## config.mk

```make
export PLATFORM = sky130hd
export DESIGN_NAME = tnet_cmd_arb
export DESIGN_NICKNAME = d
export VERILOG_FILES = /design/src/rtl/tnet_pkg.sv /design/src/rtl/tnet_cmd_fifo.sv /design/src/rtl/tnet_cmd_arb.sv
export SDC_FILE = /design/constraint.sdc
export NUM_CORES = 2
export LEC_CHECK = 0
export CAP_MARGIN = 20
export CORE_ASPECT_RATIO = 1.5
export CORE_MARGIN = 1
export CORE_UTILIZATION = 52
export DETAILED_ROUTE_END_ITERATION = 8
export PLACE_DENSITY = 0.84
export SLEW_MARGIN = 0
export SYNTH_ARGS = -nofsm -noshare
export SYNTH_HDL_FRONTEND = slang
export SYNTH_SLANG_ARGS = --single-unit
```

## constraint.sdc

```tcl
create_clock -name c_clk_i -period 6.25 [get_ports c_clk_i]
set_input_delay 1.875 -clock c_clk_i [delete_from_list [all_inputs] [get_ports c_clk_i]]
set_output_delay 1.875 -clock c_clk_i [all_outputs]
set_load 0.01 [all_outputs]
```

## src/rtl/tnet_pkg.sv

```systemverilog
// Shared types for the timing-network command ingress path.
package tnet_pkg;

  // Field is tstamp because 'time' is a reserved word.
  typedef struct packed {
    logic [63:0]      header;
    logic [1:0][31:0] dt;
    logic [31:0]      tstamp;
  } TYPE_TNET_CMD;

  typedef enum logic [1:0] {
    IDLE,
    REQ,
    WAIT_LOW
  } TYPE_ARB_ST;

endpackage

```

## src/rtl/tnet_cmd_fifo.sv

```systemverilog
// Synchronous FIFO of timestamped commands; pointers carry one extra wrap bit.
module tnet_cmd_fifo
  import tnet_pkg::*;
#(
  parameter int unsigned DEPTH = 4
) (
  input  logic         c_clk_i,
  input  logic         c_rst_i,
  input  logic         clear_i,
  input  logic         push_i,
  input  TYPE_TNET_CMD din_i,
  input  logic         pop_i,
  output TYPE_TNET_CMD dout_o,
  output logic         full_o,
  output logic         empty_o
);

  localparam int unsigned AW = $clog2(DEPTH);
  localparam logic [AW:0] PtrOne = (AW + 1)'(1);

  TYPE_TNET_CMD    mem_q [DEPTH];
  logic [AW:0]     wr_ptr_q, rd_ptr_q;
  logic            wr_en, rd_en;

  assign full_o  = (wr_ptr_q[AW] != rd_ptr_q[AW]) && (wr_ptr_q[AW-1:0] == rd_ptr_q[AW-1:0]);
  assign empty_o = (wr_ptr_q == rd_ptr_q);
  assign dout_o  = mem_q[rd_ptr_q[AW-1:0]];

  // Fullness is judged on the registered state, so a same-cycle pop never frees room.
  assign wr_en = push_i && !full_o && !clear_i;
  assign rd_en = pop_i && !empty_o && !clear_i;

  always_ff @(posedge c_clk_i) begin
    if (c_rst_i || clear_i) begin
      wr_ptr_q <= '0;
      rd_ptr_q <= '0;
    end else begin
      if (wr_en) wr_ptr_q <= wr_ptr_q + PtrOne;
      if (rd_en) rd_ptr_q <= rd_ptr_q + PtrOne;
    end
  end

  always_ff @(posedge c_clk_i) begin
    if (wr_en) mem_q[wr_ptr_q[AW-1:0]] <= din_i;
  end

endmodule

```

## src/rtl/tnet_cmd_arb.sv

```systemverilog
// N-channel command ingress: per-channel FIFOs, round-robin grant, 4-phase req/ack to
// the command processor, saturating drop counters and a global flush.
module tnet_cmd_arb
  import tnet_pkg::*;
#(
  parameter int unsigned N_CH  = 3,
  parameter int unsigned DEPTH = 4,
  parameter int unsigned CNT_W = 8
) (
  input  logic                            c_clk_i,
  input  logic                            c_rst_i,
  input  logic [31:0]                     t_time_i,
  input  logic                            clear_i,
  input  logic [N_CH-1:0]                 ch_en_i,
  input  logic [N_CH-1:0]                 ch_set_i,
  input  logic [N_CH-1:0][63:0]           ch_header_i,
  input  logic [N_CH-1:0][1:0][31:0]      ch_dt_i,
  output logic                            cmd_req_o,
  output logic [63:0]                     cmd_header_o,
  output logic [1:0][31:0]                cmd_dt_o,
  output logic [$clog2(N_CH)-1:0]         cmd_ch_o,
  output logic [31:0]                     cmd_time_o,
  input  logic                            cmd_ack_i,
  output logic [N_CH-1:0]                 fifo_empty_o,
  output logic [N_CH-1:0]                 fifo_full_o,
  output logic [N_CH-1:0][CNT_W-1:0]      drop_cnt_o
);

  localparam int unsigned CH_W = $clog2(N_CH);

  TYPE_TNET_CMD                 fifo_din  [N_CH];
  TYPE_TNET_CMD                 fifo_head [N_CH];
  logic [N_CH-1:0]              push, pop, drop;
  TYPE_ARB_ST                   state_q, state_d;
  logic [CH_W-1:0]              last_q, sel_q, rr_idx, rr_cand;
  int unsigned                  rr_pos;
  logic                         rr_found, load;
  TYPE_TNET_CMD                 out_q;
  logic [N_CH-1:0][CNT_W-1:0]   drop_q;

  assign push = ch_set_i & ch_en_i;
  assign drop = push & fifo_full_o;

  for (genvar i = 0; i < N_CH; i++) begin : g_ch
    assign fifo_din[i] = '{header: ch_header_i[i], dt: ch_dt_i[i], tstamp: t_time_i};

    tnet_cmd_fifo #(
      .DEPTH(DEPTH)
    ) u_fifo (
      .c_clk_i (c_clk_i),
      .c_rst_i (c_rst_i),
      .clear_i (clear_i),
      .push_i  (push[i]),
      .din_i   (fifo_din[i]),
      .pop_i   (pop[i]),
      .dout_o  (fifo_head[i]),
      .full_o  (fifo_full_o[i]),
      .empty_o (fifo_empty_o[i])
    );
  end

  // Search begins one past the last-served channel and wraps.
  always_comb begin
    rr_found = 1'b0;
    rr_idx   = '0;
    rr_pos   = 0;
    rr_cand  = '0;
    for (int unsigned k = 1; k <= N_CH; k++) begin
      rr_pos  = (32'(last_q) + k) % N_CH;
      rr_cand = CH_W'(rr_pos);
      if (!rr_found && !fifo_empty_o[rr_cand]) begin
        rr_found = 1'b1;
        rr_idx   = rr_cand;
      end
    end
  end

  always_comb begin
    state_d = state_q;
    load    = 1'b0;
    pop     = '0;
    unique case (state_q)
      IDLE: begin
        if (rr_found) begin
          load    = 1'b1;
          state_d = REQ;
        end
      end
      REQ: begin
        if (cmd_ack_i) begin
          pop[sel_q] = 1'b1;
          state_d    = WAIT_LOW;
        end
      end
      WAIT_LOW: begin
        if (!cmd_ack_i) state_d = IDLE;
      end
      default: state_d = IDLE;
    endcase
    // Flush abandons the in-flight command without popping it.
    if (clear_i) begin
      state_d = IDLE;
      load    = 1'b0;
      pop     = '0;
    end
  end

  always_ff @(posedge c_clk_i) begin
    if (c_rst_i) begin
      state_q <= IDLE;
      last_q  <= CH_W'(N_CH - 1);
      sel_q   <= '0;
      out_q   <= '0;
    end else begin
      state_q <= state_d;
      if (load) begin
        last_q <= rr_idx;
        sel_q  <= rr_idx;
        out_q  <= fifo_head[rr_idx];
      end
    end
  end

  always_ff @(posedge c_clk_i) begin
    if (c_rst_i || clear_i) begin
      drop_q <= '0;
    end else begin
      for (int i = 0; i < N_CH; i++) begin
        if (drop[i] && (drop_q[i] != '1)) drop_q[i] <= drop_q[i] + CNT_W'(1);
      end
    end
  end

  assign cmd_req_o    = (state_q == REQ);
  assign cmd_header_o = out_q.header;
  assign cmd_dt_o     = out_q.dt;
  assign cmd_time_o   = out_q.tstamp;
  assign cmd_ch_o     = sel_q;
  assign drop_cnt_o   = drop_q;

endmodule

```

# Word level (Yosys, flattened, before mapping)
# Memory sizes are Yosys's and may differ from the RTL's. A register that Yosys moved wholly into a read port is not among the register bits.
# Cells that the tools add are included.
# word_totals
register_bits	208
mem_bits_rw	1920
input_bits	426
out_inout_bits	193
word_cells	134
n_memories	3
# mem_list
memory	depth	word_bits	read_ports	rd_ports_with_merged_regs	write_ports	line	source
g_ch[0].u_fifo.mem_q	4	160	1	1	1	tnet_cmd_fifo.sv:21	TYPE_TNET_CMD mem_q [DEPTH];
g_ch[1].u_fifo.mem_q	4	160	1	1	1	tnet_cmd_fifo.sv:21	
g_ch[2].u_fifo.mem_q	4	160	1	1	1	tnet_cmd_fifo.sv:21	
# op_classes
addsub	12
div_mod_pow	3
magnitude_cmp	6
n_eq_ne	17
n_mux	39
n_bitwise	3
reduce_logical	35
# ops
op	n
binary-select mux 160 bit (select 2 bit)	1
2-to-1 mux 160 bit	2
remainder unit 32 x 2 -> 32 bit, second input constant	3
adder 8 x 1 -> 8 bit, second input constant	3
2-to-1 mux 2 bit	12
inequality test 8 bit, second input constant	3
logical AND 1 bit	21
adder 3 x 1 -> 3 bit, second input constant	6
2-to-1 mux 1 bit	16
less-than comparator 2 x 3 -> 1 bit, second input constant	4
logical NOT 1 bit	10
== test 3 bit	3
2-to-1 mux 3 bit	3
adder 2 x 2 -> 3 bit, second input constant	2
bitwise AND 3 bit	2
binary-select mux 1 bit (select 2 bit)	3
== test 2 bit	3
case mux 2 bit (3 select lines)	1
inequality test 2 bit, second input constant	2
adder 2 x 1 -> 3 bit, second input constant	1
greater-or-equal comparator 3 bit, second input constant	1
inequality test 1 bit	3
NOT 2 -> 3 bit	1
AND reduction 3 bit	1
other kinds (8)	8

# Longest topological paths before layout
# depth
depth_word	14
mapped_depth	12
depth_no_buf	8

# Cells and area by module
# A second synthesis with hierarchy kept.
# unflattened
hier_cells	3784
hier_area_um2	79730.2
# by_module_without_submodules
module	instances	cells_each	area_each_um2	seq_area_each_um2
tnet_cmd_fifo	3	906	23653.9	19378.6
tnet_cmd_arb	1	1066	8768.4	3783.6

# Least setup slack after synthesis
# No wires, ideal clock.
# synth_path
kind	input port to flip-flop
start	input ch_set_i[0]
end	memory g_ch[0].u_fifo.mem_q[3][0] in the netlist's numbering, enable pin
setup_ps	541
t_arrival_ps	5984
t_required_ps	5709
setup_slack_ps	-274
path_stages	3
n_path_buf	0
path_cell_list	nand2_1 -> nor3_1 -> and2_1
# synth_between
elab_chain_cells	5
# synth_lines
element	line	source
from (decl)	tnet_cmd_arb.sv:15	input logic [N_CH-1:0] ch_set_i,
bitwise AND 3 bit	tnet_cmd_arb.sv:41	assign push = ch_set_i & ch_en_i;
logical AND 1 bit (2 in a row)	tnet_cmd_fifo.sv:30	assign wr_en = push_i && !full_o && !clear_i;
2-to-1 mux 1 bit	tnet_cmd_fifo.sv:44	if (wr_en) mem_q[wr_ptr_q[AW-1:0]] <= din_i;
2-to-1 mux 1 bit (implied by the code)	tnet_cmd_fifo.sv:44	
to (decl)	tnet_cmd_fifo.sv:21	
# Every way passes these cells.

# Final worst setup path
# layout_path
start	register g_ch[2].u_fifo.wr_ptr_q[2]
end	output fifo_full_o[2]
# layout_between
elab_chain_cells	2
# layout_lines
element	line	source
from (decl)	tnet_cmd_fifo.sv:22	logic [AW:0] wr_ptr_q, rd_ptr_q;
from (signal assigned)	tnet_cmd_fifo.sv:38	if (wr_en) wr_ptr_q <= wr_ptr_q + PtrOne;
inequality test 1 bit	tnet_cmd_fifo.sv:25	assign full_o = (wr_ptr_q[AW] != rd_ptr_q[AW]) && (wr_ptr_q[AW-1:0] == rd_ptr_q[AW-1:0]);
logical AND 1 bit	tnet_cmd_fifo.sv:25	
to (decl)	tnet_cmd_arb.sv:25	output logic [N_CH-1:0] fifo_full_o,
# Every way passes these cells.

==> metrics.txt <==
sequential element share of the synthesized area=76.6%; Crit Path Class=reg -> out; Arrival @ worst endpoint=2.83 ns; DR WL/cell=31.2 um; via count=41.5k; Sw Share=25.8%; nature of the critical path endpoint=output port; setup repair bufs after CTS=0; Syn Inst Count=3737; Inserted Clock Buffers=186; residual DRC count=0; synthesis warning total=0; antenna violation net count after detailed routing=0; P_int=24.6 mW; Setup TNS=0 ns; post-DP HPWL=125000 um; CTS tree=built; die area=0.157 mm2; WL final=207000 um; layout cells sized above 1=21.9%; hold_buf cts=0; vias per std cell=6.25; Psw=8.55 mW; global-route wire length before repair=294000 um; Placer Congestion=0.805; share of total power in sequential cells=49.5%; Filler Cells Inserted=9921; Comb power frac=14.7%; final core occ=62.4%; Core ar.=0.154 mm2; GRT Resource Usage Total=26.2%; syn nets=4183; Synth Flop Type=edfxtp_1; GRT overflow=0; P_leak=29.3 nW; synthesis-to-layout area growth=18.9%; Pre-antenna DRT Iters=5; fmax=0.213 GHz; Hold WC Path Type=reg -> reg; clock latency on the worst-skew pair=0.84 ns; CTS Sinks=2133; crit start category=flop; Max Cap Violations=0; H-tree levels=4; Root Buffer=clkbuf_16; slack of the critical path=1.55 ns; post-route minimum period=4.70 ns; clock power share=35.8%; Setup violations, final=0; worst-case clock buffer depth=3; Worst Path Required=4.38 ns; RSZ-0062 raised after global routing=no; Ports=619; initial antenna violation count=74; number of synthesized flops with an enable pin=1920; Reg clk slew, reported paths=0.07 ns; status=completed; height of the die=485 um; final hold viol count=0; PD cells=345 mW/mm2; DIE WIDTH=324 um; worst slew pin tran=1.17 ns; largest net degree at the start of global routing=114; clk_skew=0.0368 ns; final max-slew violation count=0; Post-Place Worst Slack=1.42 ns; 1st-iter DRT viols=4735; synthesized cell area=0.0808 mm2; nets=4830; cts repair resizes=0; Yosys cell types=54; Slew HR=21.2%; Post-Syn Area per Cell=21.6 um2; Max VDD drop=355 uV; Async S/R FF share, synth=0%; highest net fanout along the worst path=6; Synth Register Bits=2133; most common cell after layout, fill and taps aside=edfxtp_1; Initial Util=52.5%; commonest non-fill, non-tap cells in the layout=edfxtp_1 (1920), clkdlybuf4s50_1 (618), mux4_2 (480); vias in the first global route=42.5k; port bufs=618; Rows=176; fin crit share=75.2%
## path summary, 6_finish.rpt
kind                                            startpoint                to  slack (ns)  cells past startpoint
worst max-delay path            g_ch[2].u_fifo.wr_ptr_q[2]    fifo_full_o[2]        1.55                      3
worst max register to register  g_ch[0].u_fifo.wr_ptr_q[1]  cmd_header_o[61]        2.79                      7
worst min register to register                cmd_dt_o[43]      cmd_dt_o[43]        0.51                      2
worst min-delay path                          cmd_dt_o[43]      cmd_dt_o[43]        0.51                      2
## per-stage QoR
step / power [mW] / area [um2] / hold slack [ns] / cells
global placement: 21.3 / 89700 / 0.502 / 6243
detailed placement: 21.5 / 89700 / 0.505 / 6243
global route: 33.9 / 96100 / 0.529 / 6614
CTS: 33.2 / 96000 / 0.514 / 6594
finish: 33.1 / 96100 / 0.513 / 6631
floorplan: 19.1 / 80900 / 0.480 / 3737
## flip-flops by register name (all words and copies together) (netlist names), named ones only
signal	cells
state_q	2
cmd_time_o	32
cmd_ch_o	1
cmd_dt_o	64
g_ch.u_fifo.rd_ptr_q	9
g_ch.u_fifo.mem_q	1920
cmd_header_o	64
g_ch.u_fifo.wr_ptr_q	9
drop_cnt_o	24
last_q	2
## critical path, cell delays in order (launching register included)
cell,delay (ns)
dfxtp_1,0.33
xnor2_1,0.23
nor3_1,0.76
clkdlybuf4s50_1,0.68
## area by class of cell
class	count	area [um2]	share of cell area, %
multi-input cells	1203	17300	18.0
clock inverters	97	1130	1.18
flip-flops and latches	2133	61900	64.4
diodes	37	92.6	0.0963
well taps	2047	2560	2.66
clock buffers	254	5200	5.42
repair buffers	689	7240	7.54
inverters	171	642	0.668
## power groups by stage
stage	clock (mW)	sequential, mW	combinational, mW
after global routing	12.5	16.4	5.07
after global placement	0	16.7	4.67
after CTS	12.0	16.4	4.84
after floorplan	0	16.7	2.41
after detailed placement	0	16.7	4.79
final	11.8	16.4	4.87
## cell families after synthesis
logic type               Yosys count  synth area share (%)
AO/OA/AOI/OAI                    193                  2.95
buffers and inverters            401                  2.11
AND/OR/NAND/NOR                  301                  2.14
adder cells (fa/ha/maj)           20                 0.310
flip-flops                      2133                  76.6
XOR/XNOR                          43                 0.466
multiplexers                     646                  15.4
## layer usage
metal / vias to the layer above / routed length [um] / global-route usage [%]
met4: 86 / 5980 / 9.04
met5: - / 532 / 0
met1: 21500 / 74800 / 34.0
li1: 16900 / - / -
met3: 447 / 23700 / 7.76
met2: 2551 / 101000 / 42.1
## synth_stat cells (2+ instances only)
master | count | area [um2]
o21a_1 | 3 | 22.5
buf_6 | 13 | 146
nor3b_1 | 2 | 15.0
inv_1 | 171 | 642
o221ai_1 | 38 | 333
nand2_1 | 16 | 60.1
nor4_1 | 3 | 18.8
nand4_1 | 172 | 1080
nor3b_2 | 3 | 37.5
and2_1 | 13 | 81.3
clkbuf_1 | 146 | 548
o221ai_2 | 121 | 1820
ha_1 | 20 | 250
xor2_1 | 27 | 236
nor2_1 | 51 | 191
a21oi_1 | 8 | 40.0
nor2b_1 | 2 | 12.5
edfxtp_1 | 1920 | 57700
mux4_2 | 480 | 10800
buf_2 | 55 | 275
xnor2_1 | 16 | 140
buf_1 | 6 | 22.5
mux2i_1 | 165 | 1650
or3_1 | 3 | 18.8
dfxtp_1 | 213 | 4260
nor3_1 | 11 | 55.1
and3_1 | 7 | 43.8
nand3_1 | 8 | 40.0
buf_4 | 10 | 75.1
o21ai_0 | 8 | 40.0
nand3b_1 | 3 | 22.5
Note: power is estimated with default switching activity, not from simulation.
